===== src/rtl/mc_pkg.sv =====
// Shared constants for the multicycle RISC-V control FSM: state codes, opcodes
// and the datapath select/ALU encodings driven by mc_main_fsm.
package mc_pkg;

    localparam logic [3:0] S_FETCH    = 4'd0;
    localparam logic [3:0] S_DECODE   = 4'd1;
    localparam logic [3:0] S_MEMADR   = 4'd2;
    localparam logic [3:0] S_MEMREAD  = 4'd3;
    localparam logic [3:0] S_MEMWB    = 4'd4;
    localparam logic [3:0] S_MEMWRITE = 4'd5;
    localparam logic [3:0] S_EXECR    = 4'd6;
    localparam logic [3:0] S_EXECI    = 4'd7;
    localparam logic [3:0] S_ALUWB    = 4'd8;
    localparam logic [3:0] S_BRANCH   = 4'd9;
    localparam logic [3:0] S_JAL      = 4'd10;
    localparam logic [3:0] S_JALR     = 4'd11;
    localparam logic [3:0] S_LUI      = 4'd12;
    localparam logic [3:0] S_TRAP     = 4'd13;

    localparam logic [6:0] OP_LOAD   = 7'b0000011;
    localparam logic [6:0] OP_STORE  = 7'b0100011;
    localparam logic [6:0] OP_RTYPE  = 7'b0110011;
    localparam logic [6:0] OP_ITYPE  = 7'b0010011;
    localparam logic [6:0] OP_BRANCH = 7'b1100011;
    localparam logic [6:0] OP_JAL    = 7'b1101111;
    localparam logic [6:0] OP_JALR   = 7'b1100111;
    localparam logic [6:0] OP_LUI    = 7'b0110111;

    localparam logic [3:0] ALU_ADD  = 4'b0000;
    localparam logic [3:0] ALU_SUB  = 4'b0001;
    localparam logic [3:0] ALU_AND  = 4'b0010;
    localparam logic [3:0] ALU_OR   = 4'b0011;
    localparam logic [3:0] ALU_XOR  = 4'b0100;
    localparam logic [3:0] ALU_SLT  = 4'b0101;
    localparam logic [3:0] ALU_SLTU = 4'b0110;
    localparam logic [3:0] ALU_SLL  = 4'b0111;
    localparam logic [3:0] ALU_SRL  = 4'b1000;
    localparam logic [3:0] ALU_SRA  = 4'b1001;

    localparam logic [2:0] IMM_I = 3'b000;
    localparam logic [2:0] IMM_S = 3'b001;
    localparam logic [2:0] IMM_B = 3'b010;
    localparam logic [2:0] IMM_J = 3'b011;
    localparam logic [2:0] IMM_U = 3'b100;

    localparam logic [1:0] RES_ALUOUT    = 2'b00;
    localparam logic [1:0] RES_DATA      = 2'b01;
    localparam logic [1:0] RES_ALURESULT = 2'b10;

    localparam logic [1:0] SRCA_PC    = 2'b00;
    localparam logic [1:0] SRCA_OLDPC = 2'b01;
    localparam logic [1:0] SRCA_RS1   = 2'b10;

    localparam logic [1:0] SRCB_RS2  = 2'b00;
    localparam logic [1:0] SRCB_IMM  = 2'b01;
    localparam logic [1:0] SRCB_FOUR = 2'b10;

    localparam logic [1:0] ALUOP_ADD    = 2'b00;
    localparam logic [1:0] ALUOP_BRANCH = 2'b01;
    localparam logic [1:0] ALUOP_FUNC   = 2'b10;

endpackage


===== src/rtl/mc_alu_decoder.sv =====
// Combinational ALUControl decode from the instruction's func fields and the
// FSM's ALU operation class.
module mc_alu_decoder
    import mc_pkg::*;
(
    input  logic       op5,
    input  logic [2:0] func3,
    input  logic       func7_5,
    input  logic [1:0] aluop,
    output logic [3:0] alu_control
);

    always_comb begin
        alu_control = ALU_ADD;
        case (aluop)
            ALUOP_BRANCH: begin
                case (func3[2:1])
                    2'b00:   alu_control = ALU_SUB;
                    2'b10:   alu_control = ALU_SLT;
                    2'b11:   alu_control = ALU_SLTU;
                    default: alu_control = ALU_ADD;
                endcase
            end
            ALUOP_FUNC: begin
                case (func3)
                    // func7[5] selects sub only for register-register ops; for addi it is immediate bits
                    3'b000:  alu_control = (op5 && func7_5) ? ALU_SUB : ALU_ADD;
                    3'b001:  alu_control = ALU_SLL;
                    3'b010:  alu_control = ALU_SLT;
                    3'b011:  alu_control = ALU_SLTU;
                    3'b100:  alu_control = ALU_XOR;
                    3'b101:  alu_control = func7_5 ? ALU_SRA : ALU_SRL;
                    3'b110:  alu_control = ALU_OR;
                    default: alu_control = ALU_AND;
                endcase
            end
            default: alu_control = ALU_ADD;
        endcase
    end

endmodule


===== src/rtl/mc_main_fsm.sv =====
// Multicycle RISC-V main control FSM with unified-memory handshake and wait trap.
// Define PERF_CNT_EN to add the cycle_cnt/instr_cnt performance counters.
module mc_main_fsm
    import mc_pkg::*;
#(
    parameter int unsigned CNT_W        = 32,
    parameter int unsigned MEM_WAIT_MAX = 0
) (
    input  logic             clk,
    input  logic             rst_n,
    input  logic [6:0]       op,
    input  logic [2:0]       func3,
    input  logic [6:0]       func7,
    input  logic             zero,
    input  logic             mem_ready,
    output logic             mem_req,
    output logic             PCWrite,
    output logic             AdrSrc,
    output logic             MemWrite,
    output logic             IrWrite,
    output logic             RegWrite,
    output logic [1:0]       ResultSrc,
    output logic [1:0]       ALUSrcA,
    output logic [1:0]       ALUSrcB,
    output logic [2:0]       ImmSrc,
    output logic [3:0]       ALUControl,
    output logic             halted
`ifdef PERF_CNT_EN
    ,
    output logic [CNT_W-1:0] cycle_cnt,
    output logic [CNT_W-1:0] instr_cnt
`endif
);

    logic [3:0]  state;
    logic [3:0]  next_state;
    logic [31:0] wait_cnt;
    logic        link_wb;
    logic        wait_expired;
    logic        branch_taken;
    logic [1:0]  aluop;
    logic        unused_func7;

    assign unused_func7 = ^{func7[6], func7[4:0]};
    assign wait_expired = (MEM_WAIT_MAX != 0) && (wait_cnt == MEM_WAIT_MAX - 1);

    mc_alu_decoder u_alu_decoder (
        .op5        (op[5]),
        .func3      (func3),
        .func7_5    (func7[5]),
        .aluop      (aluop),
        .alu_control(ALUControl)
    );

    always_comb begin
        case (func3)
            3'b000:         branch_taken = zero;
            3'b001:         branch_taken = !zero;
            3'b100, 3'b110: branch_taken = !zero;
            3'b101, 3'b111: branch_taken = zero;
            default:        branch_taken = 1'b0;
        endcase
    end

    always_comb begin
        next_state = state;
        case (state)
            S_FETCH: begin
                if (mem_ready)         next_state = S_DECODE;
                else if (wait_expired) next_state = S_TRAP;
            end
            S_DECODE: begin
                case (op)
                    OP_LOAD, OP_STORE: next_state = S_MEMADR;
                    OP_RTYPE:          next_state = S_EXECR;
                    OP_ITYPE:          next_state = S_EXECI;
                    OP_BRANCH:         next_state = S_BRANCH;
                    OP_JAL:            next_state = S_JAL;
                    OP_JALR:           next_state = S_JALR;
                    OP_LUI:            next_state = S_LUI;
                    default:           next_state = S_TRAP;
                endcase
            end
            S_MEMADR:  next_state = (op == OP_STORE) ? S_MEMWRITE : S_MEMREAD;
            S_MEMREAD: begin
                if (mem_ready)         next_state = S_MEMWB;
                else if (wait_expired) next_state = S_TRAP;
            end
            S_MEMWRITE: begin
                if (mem_ready)         next_state = S_FETCH;
                else if (wait_expired) next_state = S_TRAP;
            end
            S_MEMWB, S_ALUWB:                       next_state = S_FETCH;
            S_EXECR, S_EXECI, S_JAL, S_JALR, S_LUI: next_state = S_ALUWB;
            S_BRANCH: next_state = (func3[2:1] == 2'b01) ? S_TRAP : S_FETCH;
            S_TRAP:   next_state = S_TRAP;
            default:  next_state = S_TRAP;
        endcase
    end

    always_comb begin
        mem_req   = 1'b0;
        PCWrite   = 1'b0;
        AdrSrc    = 1'b0;
        MemWrite  = 1'b0;
        IrWrite   = 1'b0;
        RegWrite  = 1'b0;
        ResultSrc = RES_ALUOUT;
        ALUSrcA   = SRCA_PC;
        ALUSrcB   = SRCB_RS2;
        ImmSrc    = IMM_I;
        aluop     = ALUOP_ADD;
        halted    = 1'b0;
        case (state)
            S_FETCH: begin
                mem_req   = 1'b1;
                ALUSrcB   = SRCB_FOUR;
                ResultSrc = RES_ALURESULT;
                // mem_ready is combinational; gating with rst_n keeps enables off during reset
                IrWrite   = mem_ready && rst_n;
                PCWrite   = mem_ready && rst_n;
            end
            S_DECODE: begin
                ALUSrcA = SRCA_OLDPC;
                ALUSrcB = SRCB_IMM;
                ImmSrc  = IMM_B;
            end
            S_MEMADR: begin
                ALUSrcA = SRCA_RS1;
                ALUSrcB = SRCB_IMM;
                ImmSrc  = (op == OP_STORE) ? IMM_S : IMM_I;
            end
            S_MEMREAD: begin
                mem_req = 1'b1;
                AdrSrc  = 1'b1;
            end
            S_MEMWRITE: begin
                mem_req  = 1'b1;
                AdrSrc   = 1'b1;
                MemWrite = mem_ready;
            end
            S_MEMWB: begin
                RegWrite  = 1'b1;
                ResultSrc = RES_DATA;
            end
            S_EXECR: begin
                ALUSrcA = SRCA_RS1;
                aluop   = ALUOP_FUNC;
            end
            S_EXECI: begin
                ALUSrcA = SRCA_RS1;
                ALUSrcB = SRCB_IMM;
                aluop   = ALUOP_FUNC;
            end
            S_ALUWB: begin
                RegWrite = 1'b1;
                // jumps write the link address OldPC+4 instead of the latched ALUOut
                if (link_wb) begin
                    ALUSrcA   = SRCA_OLDPC;
                    ALUSrcB   = SRCB_FOUR;
                    ResultSrc = RES_ALURESULT;
                end
            end
            S_BRANCH: begin
                ALUSrcA = SRCA_RS1;
                aluop   = ALUOP_BRANCH;
                PCWrite = branch_taken;
            end
            S_JAL: begin
                ALUSrcA   = SRCA_OLDPC;
                ALUSrcB   = SRCB_IMM;
                ImmSrc    = IMM_J;
                ResultSrc = RES_ALURESULT;
                PCWrite   = 1'b1;
            end
            S_JALR: begin
                ALUSrcA   = SRCA_RS1;
                ALUSrcB   = SRCB_IMM;
                ResultSrc = RES_ALURESULT;
                PCWrite   = 1'b1;
            end
            S_LUI: begin
                ALUSrcA = SRCA_RS1;
                ALUSrcB = SRCB_IMM;
                ImmSrc  = IMM_U;
            end
            S_TRAP:  halted = 1'b1;
            default: halted = 1'b1;
        endcase
    end

    always_ff @(posedge clk or negedge rst_n) begin
        if (!rst_n) begin
            state    <= S_FETCH;
            wait_cnt <= '0;
            link_wb  <= 1'b0;
        end else begin
            state    <= next_state;
            link_wb  <= (state == S_JAL) || (state == S_JALR);
            wait_cnt <= (mem_req && !mem_ready) ? wait_cnt + 32'd1 : '0;
        end
    end

`ifdef PERF_CNT_EN
    always_ff @(posedge clk or negedge rst_n) begin
        if (!rst_n) begin
            cycle_cnt <= '0;
            instr_cnt <= '0;
        end else begin
            if (state != S_TRAP)
                cycle_cnt <= cycle_cnt + 1'b1;
            if ((next_state == S_FETCH) && (state != S_FETCH))
                instr_cnt <= instr_cnt + 1'b1;
        end
    end
`else
    localparam int unsigned unused_cnt_w = CNT_W;
`endif

endmodule


===== config.mk =====
export PLATFORM = sky130hd
export DESIGN_NAME = mc_main_fsm
export DESIGN_NICKNAME = d
export VERILOG_FILES = /design/src/rtl/mc_pkg.sv /design/src/rtl/mc_alu_decoder.sv /design/src/rtl/mc_main_fsm.sv
export SDC_FILE = /design/constraint.sdc
export NUM_CORES = 1
export LEC_CHECK = 0
export ABC_AREA = 1
export BUFFER_PORTS_ARGS = -buffer_cell sky130_fd_sc_hd__buf_2
export CAP_MARGIN = 20
export CORE_MARGIN = 2
export CORE_UTILIZATION = 39
export CTS_BUF_LIST = sky130_fd_sc_hd__clkbuf_16
export CTS_CLUSTER_SIZE = 30
export DETAILED_ROUTE_END_ITERATION = 16
export PLACE_DENSITY = 0.72
export RECOVER_POWER = 50
export SYNTH_ARGS = -nofsm -noshare
export SYNTH_HDL_FRONTEND = slang
export SYNTH_SLANG_ARGS = --single-unit

===== constraint.sdc =====
create_clock -name clk -period 1.7 [get_ports clk]
set_clock_uncertainty 0.2 [all_clocks]
set_input_delay 0.17 -clock clk [delete_from_list [all_inputs] [get_ports clk]]
set_output_delay 0.17 -clock clk [all_outputs]
set_load 0.005 [all_outputs]

==> run_results.csv <==
group,metric,value,unit
worst_hold_path,hold_depth,2,
critical_path,reg2regPathDepth,12,
floorplan,die-area,2369,µm²
route,vias,1225,
route,detail-route-antenna-nets,0,
final_layout,fillCellCount,129,
yosys,synth.distinct_cells,24,
clock_network,cts_root_buf,"clkbuf_16",
clock_network,cts_sinks,5,
power,power.total,2.424,mW
final_layout,nets,235,
power,leakagePower,0.8796,nW
timing,tightest_slew,0.3492,ns
clock_network,cts_buffer_depth,2,
floorplan,start_util,0.4049,
global_route,grt_pass1_vias,1165,
global_route,antenna_found_initial,0,
route,first_iter_violations,29,
critical_path,start_kind,"register",
global_route,grt_usage,0.2619,
timing,drv_slew,0,
critical_path,cp_max_fo,3,
final_layout,syn_to_final_growth,99.36,%
critical_path,cp.arrival,1.70,ns
worst_hold_path,worstHoldStart,"mem_ready",
timing,grt_setup_unrepaired,"true",
critical_path,r2r_slack,-0.17,ns
yosys,ys_ff_latch,5,
critical_path,crit_start,"state[1]",
final_layout,regArea,126.4,µm²
final_layout,final_common_cell,"buf_2",
timing,post-route-min-period,2.069,ns
timing,setup_ws,-0.3691,ns
final_layout,n_antenna_cell,0,
timing,post-route-period-util,1.217,
place,dp_hpwl,1.960,mm
final_layout,final_core_util,0.8073,
worst_hold_path,worstHoldPathType,"in -> reg",
critical_path,crit_required,1.33,ns
global_route,grt_overflow,0,
critical_path,timing.rr.end,"state[2]",
floorplan,std_cell_rows,16,
timing,fmax,483.3,MHz
timing,max_slew_margin,0.7672,
critical_path,criticalPathCategory,"reg -> out",
yosys,syn_area,778.2,µm²
final_layout,multi_input_area,723.2,µm²
yosys,seq_area_frac_synth,0.1608,
route,firstDrtPassIters,4,
clock_network,cts_buffers,3,
clock_network,clk_latency,0.24,ns
clock_network,clkTransAtPathRegs,0.04,ns
route,vias_per_cell,5.147,
yosys,async_flop_share,1.000,
floorplan,ioPinCount,41,
clock_network,cts-htree-levels,1,
place,port_buffers,34,
yosys,synth-edff-count,0,
route,routedWlPerCell,14.72,µm
timing,hold_violations,0,
floorplan,fp.dieW,48.67,µm
floorplan,core_area,1922,µm²
power,ir_worst_vdd,0.0008124,V
critical_path,endpoint_kind,"output pin",
timing,hold_ws,0.02385,ns
yosys,ys_warn_count,0,
yosys,synth_nets,160,
global_route,grt_pass1_wl,4.850,mm
yosys,synthFlopType,"dfrtp_1",
route,route.detailed.drc,0,
outcome,outcome,"finished, violations left",
timing,setup_viol,24,
power,p_per_area,1562,nW/µm²
yosys,postSynthAreaPerCell,5.681,µm²
yosys,syn_inst,137,
place,dp_slack,-0.1402,ns
flow_run,cap_violations,0,
final_layout,drive_above_1_share,0.5782,
place,place_congestion,0.9084,
critical_path,r2r_start,"state[3]",
floorplan,die_y,48.67,µm
global_route,grt_max_degree,7,
final_layout,layout_common_cells,"30 x buf_2, 29 x buf_4, 22 x nand2_1",
route,wl,3.504,mm
clock_network,cts_tree,"yes",
outcome,violations,"setup timing",
worst_hold_path,hold_end,"state[1]",
==> state kept, by name (all words and copies together) (netlist names) <==
name and flops:
state 4, link_wb 1
==> cell type report <==
class,count,area share
Sequential cell,5,0.08145
Clock buffer,3,0.04839
Inverter,27,0.06855
Clock inverter,1,0.002419
Multi-Input combinational cell,105,0.4661
Timing Repair Buffer,70,0.3113
Tap cell,27,0.02177
==> critical path, cell delays in order, from the launching register on <==
cell	delay, ns
dfrtp_1	0.38
inv_2	0.11
nand2_4	0.07
nor2_4	0.13
inv_2	0.06
ha_4	0.22
inv_4	0.07
nand2_4	0.05
o21a_1	0.17
a21oi_2	0.09
buf_2	0.11
==> metrics by stage <==
step                      instances  setup TNS [ns]  cell area (µm²)
after global placement          213         -0.1079             1119
after CTS                       229          -2.820             1385
after floorplan                 137        -0.08306            802.0
final                           238          -4.724             1551
after global routing            238          -5.770             1551
after detailed placement        213         -0.1867             1119
==> kinds of logic (layout without fill, tap and decap cells) <==
logic type / count (synthesis) / after routing / share of synthesized area
compound gates: 18 / 18 / 0.1511
xor+xnor: 1 / 1 / 0.01126
fa+ha+maj: 2 / 2 / 0.03215
buf+inv: 27 / 101 / 0.1302
flops: 5 / 5 / 0.1608
simple gates: 84 / 84 / 0.5145
==> synth_stat cells (2+ instances only) <==
cell | n | share of area
nor2_2 | 4 | 0.032
a21oi_1 | 6 | 0.039
nand3_2 | 2 | 0.026
nand2_2 | 5 | 0.040
dfrtp_1 | 5 | 0.16
o21ai_0 | 2 | 0.013
ha_1 | 2 | 0.032
inv_2 | 7 | 0.034
nand2_1 | 28 | 0.14
nor2_4 | 3 | 0.043
nor2_1 | 21 | 0.10
o2111ai_1 | 2 | 0.023
nand3_1 | 18 | 0.12
a21oi_2 | 2 | 0.023
o21a_1 | 2 | 0.019
inv_1 | 19 | 0.092
nor3_1 | 2 | 0.013
==> power breakdown <==
part	switching [mW]	internal (mW)
Clock	0.0996	0.307
Sequential	0.0426	0.161
Combinational	0.924	0.890
==> worst max path at each step <==
stage               endpoint  slack [ns]  cells after the start
4_1_cts        ALUControl[1]       -0.34                     10
2_1_floorplan  ALUControl[1]       -0.08                      9
5_1_grt        ALUControl[1]       -0.44                     10
3_3_place_gp   ALUControl[1]       -0.11                      9
3_5_place_dp   ALUControl[1]       -0.14                      9
6_report       ALUControl[1]       -0.37                     10
==> repair_timing <==
item / 4_1_cts / 5_1_grt
endpoints found under the hold margin: 5 / 0
gates resized for setup: 24 / 23
hold buffers: 1 / 0
endpoints found under the setup margin: 17 / 22
pin swaps: 14 / 10
setup buffers: 11 / 10
==> per-layer routing <==
layer | GRT usage | vias up | share of wire
met4 | 0.1143 | 0 | 0.050
li1 | - | 589 | -
met2 | 0.5023 | 44 | 0.49
met1 | 0.2824 | 577 | 0.43
met5 | 0 | - | 0
met3 | 0.03395 | 15 | 0.030
Power figures use the tool's default switching activity.
